[src/rtl/serial_add_seq.sv]
// rtl/serial_add_seq.sv - bit-serial add/subtract sequencer around a single 1-bit full adder

module full_adder (
    input  logic A,
    input  logic B,
    input  logic Cin,
    output logic Sum,
    output logic Cout
);
    assign Sum  = A ^ B ^ Cin;
    assign Cout = (A & B) | (Cin & (A ^ B));
endmodule

module serial_add_seq #(
    parameter int WIDTH = 8
) (
    input  logic             clk,
    input  logic             rst_n,
    input  logic             in_valid,
    output logic             in_ready,
    input  logic [WIDTH-1:0] a,
    input  logic [WIDTH-1:0] b,
    input  logic             cin,
    input  logic             sub,
    output logic             out_valid,
    input  logic             out_ready,
    output logic [WIDTH-1:0] sum,
    output logic             cout,
    output logic             ovf
);
    localparam int CNT_W = (WIDTH > 2) ? $clog2(WIDTH) : 1;
    localparam logic [CNT_W-1:0] LAST = CNT_W'(WIDTH - 1);

    typedef enum logic [1:0] {
        IDLE = 2'd0,
        RUN  = 2'd1,
        DONE = 2'd2
    } state_t;

    state_t           state;
    logic [WIDTH-1:0] sa;
    logic [WIDTH-1:0] sb;
    logic [WIDTH-1:0] res;
    logic [CNT_W-1:0] cnt;
    logic             carry;
    logic             c_msb;
    logic             mode;
    logic             fa_sum;
    logic             fa_cout;

    full_adder u_fa (
        .A    (sa[0]),
        .B    (sb[0]),
        .Cin  (carry),
        .Sum  (fa_sum),
        .Cout (fa_cout)
    );

    always_ff @(posedge clk) begin
        if (!rst_n) begin
            state <= IDLE;
            sa    <= '0;
            sb    <= '0;
            res   <= '0;
            cnt   <= '0;
            carry <= 1'b0;
            c_msb <= 1'b0;
            mode  <= 1'b0;
        end else begin
            case (state)
                IDLE: begin
                    if (in_valid) begin
                        sa    <= a;
                        sb    <= sub ? ~b : b;
                        mode  <= sub;
                        carry <= sub ? 1'b1 : cin;
                        cnt   <= '0;
                        state <= RUN;
                    end
                end
                RUN: begin
                    res   <= {fa_sum, res[WIDTH-1:1]};
                    carry <= fa_cout;
                    sa    <= {1'b0, sa[WIDTH-1:1]};
                    // vacated SB bits take the inverted-operand sign fill; they never reach bit 0
                    sb    <= {mode, sb[WIDTH-1:1]};
                    cnt   <= cnt + 1'b1;
                    if (cnt == LAST) begin
                        c_msb <= carry;
                        state <= DONE;
                    end
                end
                DONE: begin
                    if (out_ready) begin
                        state <= IDLE;
                    end
                end
                default: state <= IDLE;
            endcase
        end
    end

    assign in_ready  = (state == IDLE);
    assign out_valid = (state == DONE);
    assign sum       = res;
    assign cout      = carry;
    assign ovf       = c_msb ^ carry;
endmodule

[config.mk]
export PLATFORM = sky130hd
export DESIGN_NAME = serial_add_seq
export DESIGN_NICKNAME = d
export VERILOG_FILES = /design/src/rtl/serial_add_seq.sv
export SDC_FILE = /design/constraint.sdc
export NUM_CORES = 1
export LEC_CHECK = 0
export BUFFER_PORTS_ARGS = -buffer_cell sky130_fd_sc_hd__buf_4
export CAP_MARGIN = 20
export CORE_AREA = 5 5 88 49
export CTS_CLUSTER_SIZE = 40
export DETAILED_ROUTE_END_ITERATION = 7
export DIE_AREA = 0 0 93 54
export GPL_TIMING_DRIVEN = 0
export PLACE_DENSITY = 0.67
export SETUP_SLACK_MARGIN = 0.2
export SYNTH_ARGS = -nofsm -noshare
export SYNTH_HDL_FRONTEND = slang
export SYNTH_SLANG_ARGS = --single-unit
[constraint.sdc]
create_clock -name clk -period 1.8 [get_ports clk]
set_clock_uncertainty 0.15 [all_clocks]
set_input_delay 0.36 -clock clk [delete_from_list [all_inputs] [get_ports clk]]
set_output_delay 0.36 -clock clk [all_outputs]
set_load 0.1 [all_outputs]
==> results of run 1 <==
## layout by cell type (no fill, tap or decap), types with 6 or more instances in the layout
cell type / n
mux2i_1: 10
o221ai_1: 8
xor2_1: 6
dfxtp_1: 29
a21boi_0: 9
nand2_1: 32
clkbuf_8: 7
buf_4: 37
o211a_1: 7
nand3_1: 9
## sequential cells by signal (all words and copies together), names as in the netlist
register,cells
c_msb,1
cout,1
sa,8
sb,8
mode,1
cnt,3
sum,8
state,2
## worst max-delay path, delay by kind of cell, from the launching register on
kind	cells	cell delay (ps)
buffers and inverters	3	420
flip-flops	1	300
AND/OR/NAND/NOR	1	90
## final timing paths
check	from	to	slack, ps	cells after the start
min reg2reg	sum[0]	sum[0]	330	2
max	state[0]	in_ready	200	4
max reg2reg	state[1]	sb[7]	270	5
min	a[7]	sa[7]	200	3
## power by group through the flow
stage / clock network, W / registers [W] / logic, W
global placement: 0 / 0.000787 / 0.000291
finish: 0.000749 / 0.000775 / 0.000328
CTS: 0.000774 / 0.000774 / 0.000323
global route: 0.000811 / 0.000779 / 0.000357
detailed placement: 0 / 0.000790 / 0.000301
floorplan: 0 / 0.000822 / 0.000178
## layer usage
layer  vias up  part of all wire, %  wire length, um  GRT usage, %
met5         -                    0                0             0
met4         0                  1.6               55          7.79
met3         7                  5.0              174          5.03
met1       599                   49             1680          20.0
li1        628                    -                -             -
met2        34                   45             1540          24.9
## repair_timing
item | CTS | global route
gates resized for setup | 12 | 4
buffers inserted | 4 | 2
endpoints found under the setup margin | 3 | 10
pin swaps | 1 | 2
## area by class of cell
type	count	area (um^2)
fill	320	1560
timing repair buffer	37	315
tap	45	56.3
clock buffer	7	96.3
sequential	32	647
clock inverter	1	30.0
buffer	13	97.6
inverter	2	7.51
multi-input combinational	109	798
## through the flow
step	total power [W]	setup slack (ps)	util (%)	std cells
global route	0.00195	167	56.8	246
global placement	0.00108	303	50.6	232
CTS	0.00187	168	56.2	244
floorplan	0.00100	128	-	156
detailed placement	0.00109	307	50.6	232
finish	0.00185	201	56.8	246
## cell families after synthesis
group | synth area share, %
AO/OA/AOI/OAI | 18.2
XOR/XNOR | 5.27
adder cells (fa/ha/maj) | 3.01
multiplexers | 6.69
buffers and inverters | 6.02
AND/OR/NAND/NOR | 18.0
flip-flops | 42.8
==> impl_metrics.yaml, run 1 <==
outcome:
  status: "complete, no violations"
power:
  sequentialPowerShare_pct: 41.8
  ir_drop_uv: 319
  p_sw_w: 0.000470
  p_int_w: 0.00138
  clkPwrFrac_pct: 40.4
  power_density_nw_per_um2: 904
  p_sw_share_pct: 25.4
  static-leakage-power_nw: 0.893
  combPwrFrac_pct: 17.7
floorplanning:
  chipHeight_um: 54
  dieArea_um2: 5020
  start_util_pct: 41.5
  die_w_um: 93
  boundaryPins: 34
  core_um2: 3600
  rows: 16
grt:
  grtUsageTotal_pct: 15.8
  grt_pass1_wl_um: 6000
  grt_pass1_vias: 1301
  grt_overflow: 0
  grt_max_degree: 11
  antenna_found_initial: 0
logic_synthesis:
  synth_ff_type: "dfxtp_1"
  yosysTopAreaCell: "dfxtp_1"
  synth-seq-cells: 32
  syn_inst: 156
  yosys_warnings: 0
  synth.distinct_cells: 30
  synth_edf_count: 0
  synth_fp_nets: 181
  yosys-top-cells-count: "32 x dfxtp_1, 32 x nand2_1, 10 x a21boi_0, 10 x mux2i_1, 9 x nand3_1"
  synthTopCellsByArea: "dfxtp_1 43%, nand2_1 8.0%, mux2i_1 6.7%"
  synth_area_per_cell_um2: 9.58
  ys_async_sr_fraction_pct: 0
  seq_area_frac_synth_pct: 42.8
  synth_top_area_share_pct: 42.8
  synth_area_um2: 1500
sta:
  rsz0062_at_grt: "yes"
  fin_crit_ps: 1600
  hold_slack_ps: 200
  slew_viol_final: 0
  hold_viol: 0
  fmax_mhz: 625
  setup_tns_ps: 0
  worst_pin_slew_ps: 462
  fin_crit_sh_pct: 88.8
  setup_viol: 0
  maxSlewHeadroom_pct: 69.2
route:
  route.antenna.remaining_nets: 0
  vias: 1268
  vias_per_cell: 5.15
  routed_wl_um: 3460
  drt_iter0_drc: 56
  dr.pass1.iters: 4
  drc_errors: 0
  wl_per_cell_um: 14.0
critical_path:
  start_kind: "flop"
  cpMaxStageDelayCell: "dfxtp_1"
  arrival_ps: 1090
  worstPathRequired_ps: 1290
  crit_type: "flop to output pin"
  crit_top_cell: "buf_12"
  crit_fanout: 4
  crit_chain: "buf_6 > buf_12 > nor2_4 > buf_12"
  cp_slowest_stage_delay_ps: 300
  endpoint_kind: "output pin"
clock_network:
  numCtsBuffers: 5
  htree_levels: 2
  clock_sinks: 32
  clkLatencyLatePin_ps: 280
  hold_buffers: 0
  cts_buffer_depth: 2
  root_buffer: "clkbuf_8"
  path_clk_slew_ps: 60
  cts_tree: "built"
place:
  port_buffers: 31
  placed_area_um2: 1820
  hpwl_um: 2520
  gp_congestion: 0.780
finish:
  area_growth_pct: 37.0
  n_antenna_cell: 0
  stdcell_area_um2: 2050
  drive_above_1_share_pct: 31.3
  layout.nets: 225
flow_run:
  cap_violations: 0
hold_path:
  hold_path_class: "primary input to flop"
(Power assumes the default switching activity.)
==> run 2, diff against run 1 <==
- ABC_AREA: unset -> 1
- CORE_AREA: 5 5 88 49 -> 5 5 89 50
- DIE_AREA: 0 0 93 54 -> 0 0 94 55
- PLACE_DENSITY: 0.67 -> 0.66
==> run 2 against run 1 <==
Wire length is 6.4% higher; worst setup slack better by 44 ps; global-route usage is 0.82 points lower; maximum frequency is 2.9% higher; largest cell class unchanged; combinational power is 41% higher; sequential power is 3.5% higher; first-iteration DRC count is 30% higher.
==> impl_metrics.yaml, run 2 <==
outcome:
  status: "complete, no violations"
finish:
  most-common-layout-cells: "90 x nand2_1, 34 x nor2_1, 29 x buf_4"
  area_growth_pct: 31.1
  layout.nets: 299
  layout_commonest_cell: "nand2_1"
  fill_cells: 379
  n_antenna_cell: 0
  drive_above_1_share_pct: 21.1
clock_network:
  root_buffer: "clkbuf_8"
  hold_buffers: 0
  clkLatencyLatePin_ps: 280
  htree_levels: 2
  cts_tree: "built"
  cts_buffer_depth: 2
  cts_resized: 8
  path_clk_slew_ps: 60
  clock_sinks: 32
  numCtsBuffers: 5
  postCtsSetupBuffers: 0
logic_synthesis:
  syn_inst: 235
  yosys_warnings: 0
  synth_area_per_cell_um2: 6.44
  synth-seq-cells: 32
  ys_async_sr_fraction_pct: 0
  post-synth-top-count-cell: "nand2_1"
  yosys-top-cells-count: "90 x nand2_1, 36 x nor2_1, 32 x dfxtp_1"
  synth_edf_count: 0
  synth_fp_nets: 260
  synth_ff_type: "dfxtp_1"
  synth_area_um2: 1510
  synth.distinct_cells: 18
  synth_top_area_share_pct: 42.3
  synthTopCellsByArea: "dfxtp_1 42%, nand2_1 22%, nor2_1 8.9%"
  yosysTopAreaCell: "dfxtp_1"
  seq_area_frac_synth_pct: 42.3
power:
  power_density_nw_per_um2: 927
  ir_drop_uv: 525
  p_total_w: 0.00184
  static-leakage-power_nw: 1.04
hold_path:
  hold_end: "sa[7]"
  hold_path_class: "primary input to flop"
  hold_start: "a[7]"
  whs_path_depth: 3
route:
  vias_per_cell: 4.43
  route.antenna.remaining_nets: 0
  drc_errors: 0
  wl_per_cell_um: 11.2
  routed_wl_um: 3680
  drt_iter0_drc: 73
  vias: 1458
  dr.pass1.iters: 4
sta:
  rsz0062_at_grt: "no"
  hold_viol: 0
  fmax_mhz: 643
  maxSlewHeadroom_pct: 68.5
  fin_crit_ps: 1550
  worst_pin_slew_ps: 472
  setup_viol: 0
  slew_viol_final: 0
  setup_tns_ps: 0
  fin_crit_sh_pct: 86.4
critical_path:
  start_kind: "flop"
  reg2reg_depth: 7
  crit_fanout: 5
  worstPathRequired_ps: 1290
  reg2reg_slack_ps: 360
  r2r-start: "state[1]"
  setup.worst_path.start: "cout"
  arrival_ps: 1040
  crit_type: "flop to output pin"
  r2r_end: "c_msb"
  endpoint_kind: "output pin"
floorplanning:
  boundaryPins: 34
  chipHeight_um: 55
  core_um2: 3640
  dieArea_um2: 5170
  die_w_um: 94
  start_util_pct: 41.6
  rows: 16
flow_run:
  cap_violations: 0
grt:
  grt_max_degree: 11
  grtUsageTotal_pct: 15.0
  grt_pass1_wl_um: 5910
  grt_pass1_vias: 1262
  antenna_found_initial: 0
  grt_overflow: 0
place:
  port_buffers: 32
  hpwl_um: 2680
  gp_congestion: 0.736
## run 2: changes by cell type after synthesis, moves of 10 or more
cell,before,now
nor2_1,1,36
a21boi_0,10,0
mux2i_1,10,0
o21ai_0,0,19
nand2_1,32,90
inv_1,2,22
## run 2: kinds of logic (layout without fill, tap and decap cells)
family                   Yosys count  in the layout  synth area share (%)
flip-flops                        32             32                  42.3
AO/OA/AOI/OAI                     28             28                  9.42
adder cells (fa/ha/maj)            3              3                  2.97
AND/OR/NAND/NOR                  136            136                  34.6
XOR/XNOR                           1              1                 0.579
buffers and inverters             35             75                  10.1
## run 2: layer usage
layer / wire length [um] / up-vias / GRT usage [%]
met3: 235 / 5 / 5.27
li1: - / 792 / -
met2: 1390 / 30 / 19.2
met5: 0 / - / 0
met4: 29 / 0 / 5.76
met1: 2020 / 631 / 22.4
## run 2: worst max path at each step
| stage | end | cells past startpoint |
|---|---|---|
| after floorplan | ovf | 1 |
| after global placement | c_msb | 6 |
| after detailed placement | c_msb | 6 |
| after CTS | out_valid | 3 |
| after global routing | ovf | 2 |
| final | ovf | 2 |
## run 2: final cells by class
cell class / instances / area (um^2) / area share, %
buffer: 11 / 62.6 / 3.15
clock buffer: 6 / 82.6 / 4.16
clock inverter: 2 / 10.0 / 0.504
inverter: 24 / 90.1 / 4.54
multi-input combinational: 168 / 754 / 38.0
sequential: 32 / 648 / 32.7
tap: 54 / 67.6 / 3.40
timing repair buffer: 32 / 269 / 13.6
## run 2: critical path, cell delays in order (launching register included)
cell     delay (ps)
dfxtp_4         410
xor2_4          170
buf_12          190
## run 2: report_power, final
group,total (W),switching [W],internal [W]
Sequential,0.000802,0.0000396,0.000762
Clock,0.000576,0.000271,0.000305
Combinational,0.000462,0.000319,0.000143
Total,0.00184,0.000629,0.00121
## run 2: per-stage QoR
stage | worst slack (ps) | utilization, % | cell area (um^2) | hold slack, ps | std cells
floorplan | 105 | - | 1550 | 278 | 235
global placement | 287 | 51.0 | 1860 | 305 | 321
detailed placement | 272 | 51.0 | 1860 | 301 | 321
CTS | 213 | 54.3 | 1980 | 183 | 329
global route | 204 | 54.5 | 1980 | 192 | 329
finish | 246 | 54.5 | 1980 | 185 | 329
